File: src/rtl/reset_sequencer_if.sv
// rtl/reset_sequencer_if.sv - control/status bundle between a reset sequencer and its user
// Ports (signals):
//   sw_rst_req_i    software reset request towards the sequencer
//   ch_hold_i       per-channel hold-in-reset requests
//   rst_n_o         per-channel active-low resets from the sequencer
//   state_o         sequencer state (HOLD=0, RELEASE=1, RUN=2, SWRST=3)
//   busy_o          sequencer not in RUN
//   all_released_o  sequencer in RUN
// Modports: master drives requests and observes status; slave is the sequencer.
interface reset_sequencer_if #(
    parameter int NUM_CH = 4
);
    logic              sw_rst_req_i;
    logic [NUM_CH-1:0] ch_hold_i;
    logic [NUM_CH-1:0] rst_n_o;
    logic [1:0]        state_o;
    logic              busy_o;
    logic              all_released_o;

    modport master (
        output sw_rst_req_i,
        output ch_hold_i,
        input  rst_n_o,
        input  state_o,
        input  busy_o,
        input  all_released_o
    );

    modport slave (
        input  sw_rst_req_i,
        input  ch_hold_i,
        output rst_n_o,
        output state_o,
        output busy_o,
        output all_released_o
    );
endinterface

File: src/rtl/reset_sequencer.sv
// rtl/reset_sequencer.sv - staggered multi-channel reset release with software reset
// Ports:
//   clk_i      single clock, rising edge
//   reset_n_i  asynchronous active-low reset
//   bus        reset_sequencer_if slave: sw_rst_req_i, ch_hold_i in;
//              rst_n_o, state_o, busy_o, all_released_o out
module reset_sequencer #(
    parameter int NUM_CH         = 4,
    parameter int SYNC_STAGES    = 2,
    parameter int STAGGER_CYCLES = 16,
    parameter int SW_RST_CYCLES  = 8
) (
    input  logic                 clk_i,
    input  logic                 reset_n_i,
    reset_sequencer_if.slave     bus
);
    localparam int IDX_W = 4;
    localparam logic [7:0]       STAG_LAST = 8'(STAGGER_CYCLES - 1);
    localparam logic [7:0]       SW_LAST   = 8'(SW_RST_CYCLES - 1);
    localparam logic [IDX_W-1:0] LAST_CH   = IDX_W'(NUM_CH - 1);

    typedef enum logic [1:0] {
        ST_HOLD    = 2'd0,
        ST_RELEASE = 2'd1,
        ST_RUN     = 2'd2,
        ST_SWRST   = 2'd3
    } state_t;

    logic [SYNC_STAGES-1:0] sync_q;
    logic                   sync_rst_n;

    state_t            state_q, state_d;
    logic [7:0]        stag_q, stag_d;
    logic [7:0]        sw_q, sw_d;
    logic [IDX_W-1:0]  idx_q, idx_d;
    logic [NUM_CH-1:0] rst_n_q, rst_n_d;
    logic              hold_cur;

    // Reset deassertion synchroniser; assertion stays asynchronous.
    always_ff @(posedge clk_i or negedge reset_n_i) begin
        if (!reset_n_i) begin
            sync_q <= '0;
        end else begin
            sync_q <= {sync_q[SYNC_STAGES-2:0], 1'b1};
        end
    end

    assign sync_rst_n = sync_q[SYNC_STAGES-1];

    always_ff @(posedge clk_i or negedge reset_n_i) begin
        if (!reset_n_i) begin
            state_q <= ST_HOLD;
            stag_q  <= '0;
            sw_q    <= '0;
            idx_q   <= '0;
            rst_n_q <= '0;
        end else begin
            state_q <= state_d;
            stag_q  <= stag_d;
            sw_q    <= sw_d;
            idx_q   <= idx_d;
            rst_n_q <= rst_n_d;
        end
    end

    // Hold request of the channel currently waiting for release.
    always_comb begin
        hold_cur = 1'b0;
        for (int k = 0; k < NUM_CH; k++) begin
            if (idx_q == IDX_W'(k)) begin
                hold_cur = bus.ch_hold_i[k];
            end
        end
    end

    always_comb begin
        state_d = state_q;
        stag_d  = stag_q;
        sw_d    = sw_q;
        idx_d   = idx_q;
        rst_n_d = '0;

        case (state_q)
            ST_HOLD: begin
                if (sync_rst_n) begin
                    state_d = ST_RELEASE;
                    stag_d  = '0;
                    idx_d   = '0;
                end
            end
            ST_RELEASE: begin
                if (stag_q == STAG_LAST) begin
                    // Counter stays frozen at its terminal value while held.
                    if (!hold_cur) begin
                        stag_d = '0;
                        idx_d  = idx_q + IDX_W'(1);
                        if (idx_q == LAST_CH) begin
                            state_d = ST_RUN;
                        end
                    end
                end else begin
                    stag_d = stag_q + 8'd1;
                end
            end
            ST_RUN: begin
                if (bus.sw_rst_req_i) begin
                    state_d = ST_SWRST;
                    sw_d    = '0;
                end
            end
            ST_SWRST: begin
                if (sw_q == SW_LAST) begin
                    state_d = ST_RELEASE;
                    stag_d  = '0;
                    idx_d   = '0;
                end else begin
                    sw_d = sw_q + 8'd1;
                end
            end
            default: state_d = ST_HOLD;
        endcase

        // A channel is driven from its hold input once it has been released,
        // judged on the post-edge state so the releasing edge itself raises it.
        for (int k = 0; k < NUM_CH; k++) begin
            if ((state_d == ST_RUN) ||
                ((state_d == ST_RELEASE) && (IDX_W'(k) < idx_d))) begin
                rst_n_d[k] = ~bus.ch_hold_i[k];
            end
        end
    end

    assign bus.rst_n_o        = rst_n_q;
    assign bus.state_o        = state_q;
    assign bus.busy_o         = (state_q != ST_RUN);
    assign bus.all_released_o = (state_q == ST_RUN);
endmodule
File: src/flat_wrapper.sv
// flat-port wrapper written by rule: the top's interface ports become plain ports
module reset_sequencer_flat 
#(
    parameter int NUM_CH         = 4,
    parameter int SYNC_STAGES    = 2,
    parameter int STAGGER_CYCLES = 16,
    parameter int SW_RST_CYCLES  = 8
)
  (clk_i, reset_n_i, bus_sw_rst_req_i, bus_ch_hold_i, bus_rst_n_o, bus_state_o, bus_busy_o, bus_all_released_o);
  reset_sequencer_if #(.NUM_CH(NUM_CH)) bus_i ();
  input  logic clk_i;
  input  logic reset_n_i;
  input wire logic [$bits(bus_i.sw_rst_req_i)-1:0] bus_sw_rst_req_i;
  input wire logic [$bits(bus_i.ch_hold_i)-1:0] bus_ch_hold_i;
  output wire logic [$bits(bus_i.rst_n_o)-1:0] bus_rst_n_o;
  output wire logic [$bits(bus_i.state_o)-1:0] bus_state_o;
  output wire logic [$bits(bus_i.busy_o)-1:0] bus_busy_o;
  output wire logic [$bits(bus_i.all_released_o)-1:0] bus_all_released_o;
  assign bus_i.sw_rst_req_i = bus_sw_rst_req_i;
  assign bus_i.ch_hold_i = bus_ch_hold_i;
  assign bus_rst_n_o = bus_i.rst_n_o;
  assign bus_state_o = bus_i.state_o;
  assign bus_busy_o = bus_i.busy_o;
  assign bus_all_released_o = bus_i.all_released_o;
  reset_sequencer #(.NUM_CH(NUM_CH), .SYNC_STAGES(SYNC_STAGES), .STAGGER_CYCLES(STAGGER_CYCLES), .SW_RST_CYCLES(SW_RST_CYCLES)) u_core (.clk_i(clk_i), .reset_n_i(reset_n_i), .bus(bus_i));
endmodule
File: config.mk
export PLATFORM = sky130hd
export DESIGN_NAME = reset_sequencer_flat
export DESIGN_NICKNAME = d
export VERILOG_FILES = /design/src/rtl/reset_sequencer_if.sv /design/src/rtl/reset_sequencer.sv /design/src/flat_wrapper.sv
export SDC_FILE = /design/constraint.sdc
export NUM_CORES = 1
export LEC_CHECK = 0
export CELL_PAD_IN_SITES_DETAIL_PLACEMENT = 1
export CELL_PAD_IN_SITES_GLOBAL_PLACEMENT = 1
export CORE_MARGIN = 1
export CORE_UTILIZATION = 23
export DETAILED_ROUTE_END_ITERATION = 7
export GPL_TIMING_DRIVEN = 1
export PLACE_DENSITY = 0.44
export SLEW_MARGIN = 20
export SYNTH_ARGS = -nofsm -noshare
export SYNTH_HDL_FRONTEND = slang
export SYNTH_SLANG_ARGS = --single-unit
File: constraint.sdc
create_clock -name clk_i -period 4.1 [get_ports clk_i]
set_input_delay 0.82 -clock clk_i [delete_from_list [all_inputs] [get_ports clk_i]]
set_output_delay 0.82 -clock clk_i [all_outputs]
set_load 0.1 [all_outputs]
# Word-level counts from Yosys, hierarchy flattened
# Index checks and enable logic that the tools add are counted.
[totals] mem_count=0 mem_bits_rw=0 word_cells=75 ff_bits=28 romBits=0 latch_bits=0
[op_classes] order_cmp=4 n_bitwise=4 mul=0 n_mux=28 reduce_logical=14 shift=0 div_mod_pow=0 addsub=3 n_eq_ne=16
[op_table] operator="$mux W8" count=6
[op_table] operator="$pmux W8 S3" count=1
[op_table] operator="$add A8 B1 Y8 const B" count=2
[op_table] operator="$mux W4" count=4
[op_table] operator="$pmux W8 S2" count=1
[op_table] operator="$mux W2" count=6
[op_table] operator="$pmux W4 S3" count=1
[op_table] operator="$eq A4 B2 Y1 const B" count=2
[op_table] operator="$eq A8 B3 Y1 const B" count=1
[op_table] operator="$eq A8 B4 Y1 const B" count=1
[op_table] operator="$lt A1 B4 Y1 const A" count=2
[op_table] operator="$lt A2 B4 Y1 const A" count=2
[op_table] operator="$mux W1" count=8
[op_table] operator="$pmux W2 S4" count=1
[op_table] operator="$eq A2 B2 Y1 const B" count=3
[op_table] operator="$ne A2 B2 Y1 const B" count=3
[op_table] operator="$add A4 B1 Y4 const B" count=1
[op_table] operator="$eq A2 B1 Y1 const B" count=2
[op_table] operator="$eq A4 B1 Y1 const B" count=1
[op_table] operator="$logic_and A1 B1 Y1" count=4
[op_table] operator="$logic_not A4 Y1" count=1
[op_table] operator="$logic_or A1 B1 Y1" count=4
[op_table] operator="$ne A2 B1 Y1 const B" count=2
[op_table] operator="$not A1 Y1" count=4
[op_table] operator="6 further kinds" count=6

# Logic depth before layout (Yosys ltp)
[logic_depth] word_depth=12 depth_mapped=8 mapped_depth_nobuf=8

# Worst setup path before layout
# Ideal clock, no wire load.
[synth_timing] path_type="register -> output" start="reg u_core.state_q[1] (netlist: u_core.bus.state_o[1])" end="out bus_all_released_o" path_stages_with_launch=4 path_buffers=1 slack_ns=0.475 arrival_time_ns=2.805 path_cell_list="dfrtp_1 -> buf_2 -> nand2b_1 -> inv_1"
[synth_via] elab_chain_len=1
[synth_lines] item="start, declared" line="reset_sequencer.sv:32" text="state_t state_q, state_d;"
[synth_lines] item="start signal, assigned" line="reset_sequencer.sv:58" text="state_q <= state_d;"
[synth_lines] item="$eq A2 B2 Y1" line="reset_sequencer.sv:136" text="assign bus.all_released_o = (state_q == ST_RUN);"
[synth_lines] item="end, declared" line="flat_wrapper.sv:18" text="output wire logic [$bits(bus_i.all_released_o)-1:0] bus_all_released_o;"
# No other way between the ends.

# Final worst setup path
[layout_timing] start="reg u_core.state_q[0] (netlist: u_core.bus.state_o[0])" end="out bus_busy_o"
[layout_via] elab_chain_len=1
[layout_lines] item="$ne A2 B2 Y1" line="reset_sequencer.sv:135" text="assign bus.busy_o = (state_q != ST_RUN);"
[layout_lines] item="end, declared" line="flat_wrapper.sv:17" text="output wire logic [$bits(bus_i.busy_o)-1:0] bus_busy_o;"
# No other way between the ends.

==> impl_metrics.py <==
metrics = {
    "grt": {
        "antenna_found_initial": 0,
        "grt_start_max_net_pins": 29,
        "grt_pass1_vias": 1370,
        "track_usage": 0.124,
        "grt_pass1_wl_mm": 7.11,
        "overflow": 0,
    },
    "logic_synthesis": {
        "synth_ff_type": "dfrtp_1",
        "yosysWarningCount": 0,
        "synth_mux_area_frac": 0,
        "postSynthAreaPerCell_sq_um": 9.67,
        "synth_top_family_by_area": "simple AND/OR/NAND/NOR gates",
        "syn_nets": 177,
        "async_flop_share": 1.00,
        "synth-simple-area-share": 0.216,
        "synth.yosys.seq_area_share": 0.442,
        "synthDistinctLibCells": 40,
        "synth_edf_count": 0,
        "synth-adder-area-share": 0.0473,
        "ys_seq_elements": 28,
        "syn_area_sq_um": 1590,
        "yosys.area_share.xor_xnor": 0.0552,
        "synth_compound_area_frac": 0.210,
        "syn_inst": 164,
    },
    "critical_path": {
        "required_ns": 3.28,
        "r2r-start": "u_core.sw_q[7]",
        "rr_endpoint": "u_core.bus.rst_n_o[0]",
        "cp-end-kind": "output pin",
        "worstPathMaxFanout": 17,
        "path_class": "reg2out",
        "critPathArrivalTime_ns": 2.34,
        "reg2regPathDepth": 6,
        "crit_path_start_kind": "flop",
        "rrSetupSlack_ns": 1.47,
    },
    "power_and_ir_drop": {
        "powerDensity_nw_per_um2": 385,
        "p_leak_nw": 0.784,
        "ir_drop_mv": 0.115,
        "total_power_mw": 0.717,
    },
    "layout": {
        "num_antenna_cells": 0,
        "final_common_cell": "dfrtp_1",
        "mostFrequentLayoutCells": "dfrtp_1, nand2_1, clkdlybuf4s50_1",
        "drive_gt1_frac": 0.0726,
        "areaGrowthSynthToFinish_pct": 17.2,
        "nets": 194,
        "fin_area_sq_um": 1860,
    },
    "timing": {
        "hold_viol": 0,
        "period_needed_ns": 3.16,
        "worst_slew_pin_slew_ns": 0.962,
        "setup_tns_ns": 0,
        "period_share": 0.770,
        "finClkSkew_ns": 0.00286,
        "fmaxAchievable_mhz": 317,
        "slew_headroom": 0.357,
        "rsz0062_at_grt": "false",
        "hold_slack_ns": 0.362,
        "setup_viol": 0,
        "worst_slack_ns": 0.944,
        "slew_viol_final": 0,
    },
    "clock_network": {
        "post-cts-setup-buffers": 0,
        "clockBufferDepth": 2,
        "root_buffer": "clkbuf_8",
        "path_clk_slew_ns": 0.10,
        "cts_made_buffers": 3,
        "cts_tree": "built",
        "cts_resized": 0,
        "ctsHtreeMaxLevel": 1,
        "clkLatencyLatePin_ns": 0.27,
        "cts_hold_buffers": 0,
        "cts_sinks": 28,
    },
    "route": {
        "drc": 0,
        "vias_per_cell": 5.01,
        "vias": 1282,
        "drt.antenna.violating_nets": 0,
        "drt_iter0_markers": 45,
        "wl_per_cell_um": 16.0,
        "drt_first_pass_iters": 4,
        "wirelength_mm": 4.10,
    },
    "floorplanning": {
        "die_area_sq_um": 7230,
        "die_y_um": 85.1,
        "start_util": 0.244,
        "coreArea_sq_um": 6490,
        "row_count": 29,
        "fp.dieW_um": 85.1,
        "io_pins": 15,
    },
    "placed_design": {
        "port_buffers": 14,
        "hpwl_mm": 3.03,
        "place_area_sq_um": 1820,
        "gp_congestion": 0.778,
        "dp_slack_ns": 1.03,
    },
    "run": {
        "drv_cap": 0,
    },
    "worst_hold_path": {
        "hold_depth": 0,
        "min_from": "u_core.sync_q[0]",
        "hp-class": "reg2reg",
        "holdPathEnd": "u_core.sync_q[1]",
    },
    "status": {
        "status": "finished clean",
    },
}
==> registers in the layout (all words and copies together), names as in the netlist <==
signal	count
u_core.sw_q	8
u_core.bus.state_o	2
u_core.sync_q	2
u_core.idx_q	4
u_core.bus.rst_n_o	4
u_core.stag_q	8
==> worst max-delay path, cell delays in order, from the launching register on <==
cell             delay, ns
dfrtp_1               0.69
nand2b_1              0.23
clkdlybuf4s50_1       1.15
==> area by class of cell <==
type,count,area [sq um]
multi-input cells,125,842
fillers,754,4640
well taps,77,96.3
repair buffers,16,153
clock buffers,3,41.3
flip-flops and latches,28,701
inverters,7,26.3
==> worst max-delay path by stage <==
stage | end | slack (ns) | from | cells after the start
after global placement | u_core.bus.rst_n_o[0] | 0.97 | bus_ch_hold_i[2] | 7
after CTS | bus_busy_o | 0.93 | u_core.bus.state_o[0] | 2
final | bus_busy_o | 0.94 | u_core.bus.state_o[0] | 2
after global routing | bus_busy_o | 0.83 | u_core.bus.state_o[0] | 2
after floorplan | bus_all_released_o | 0.47 | u_core.bus.state_o[1] | 3
after detailed placement | u_core.bus.rst_n_o[0] | 1.03 | bus_ch_hold_i[2] | 7
==> through the flow <==
step                 util  cells
finish              0.286    256
global route        0.286    256
CTS                 0.286    256
detailed placement  0.280    253
global placement    0.280    253
floorplan               -    164
==> layer usage <==
layer / track usage / routed length (um)
met5: 0 / 0
met4: 0.0324 / 24
met3: 0.0175 / 59
met2: 0.206 / 1920
met1: 0.170 / 2100
==> cell usage after synthesis (3+ instances only) <==
library cell,n,share of area
dfrtp_1,28,0.44
nand2_1,16,0.038
nand3_1,12,0.038
nor2_1,12,0.028
a21oi_1,10,0.032
xor2_1,9,0.050
o21ai_0,8,0.025
inv_1,7,0.017
ha_1,6,0.047
nor3_1,6,0.019
a22o_1,5,0.028
and3_1,5,0.020
o211ai_1,3,0.014
==> cell families after synthesis <==
logic type / Yosys count
and+or+nand+nor: 63
xor gates and xnor gates: 10
AOI/OAI and AO/OA: 45
other: 1
adders and majority gates: 6
buffers and inverters: 11
DFF: 28
==> where the power goes <==
part	switching [mW]	internal [mW]	leakage, nW
Clock	0.0861	0.0660	0.0216
Combinational	0.100	0.0787	0.414
Sequential	0.0615	0.324	0.348
Total	0.248	0.469	0.784
(Power assumes the default switching activity.)
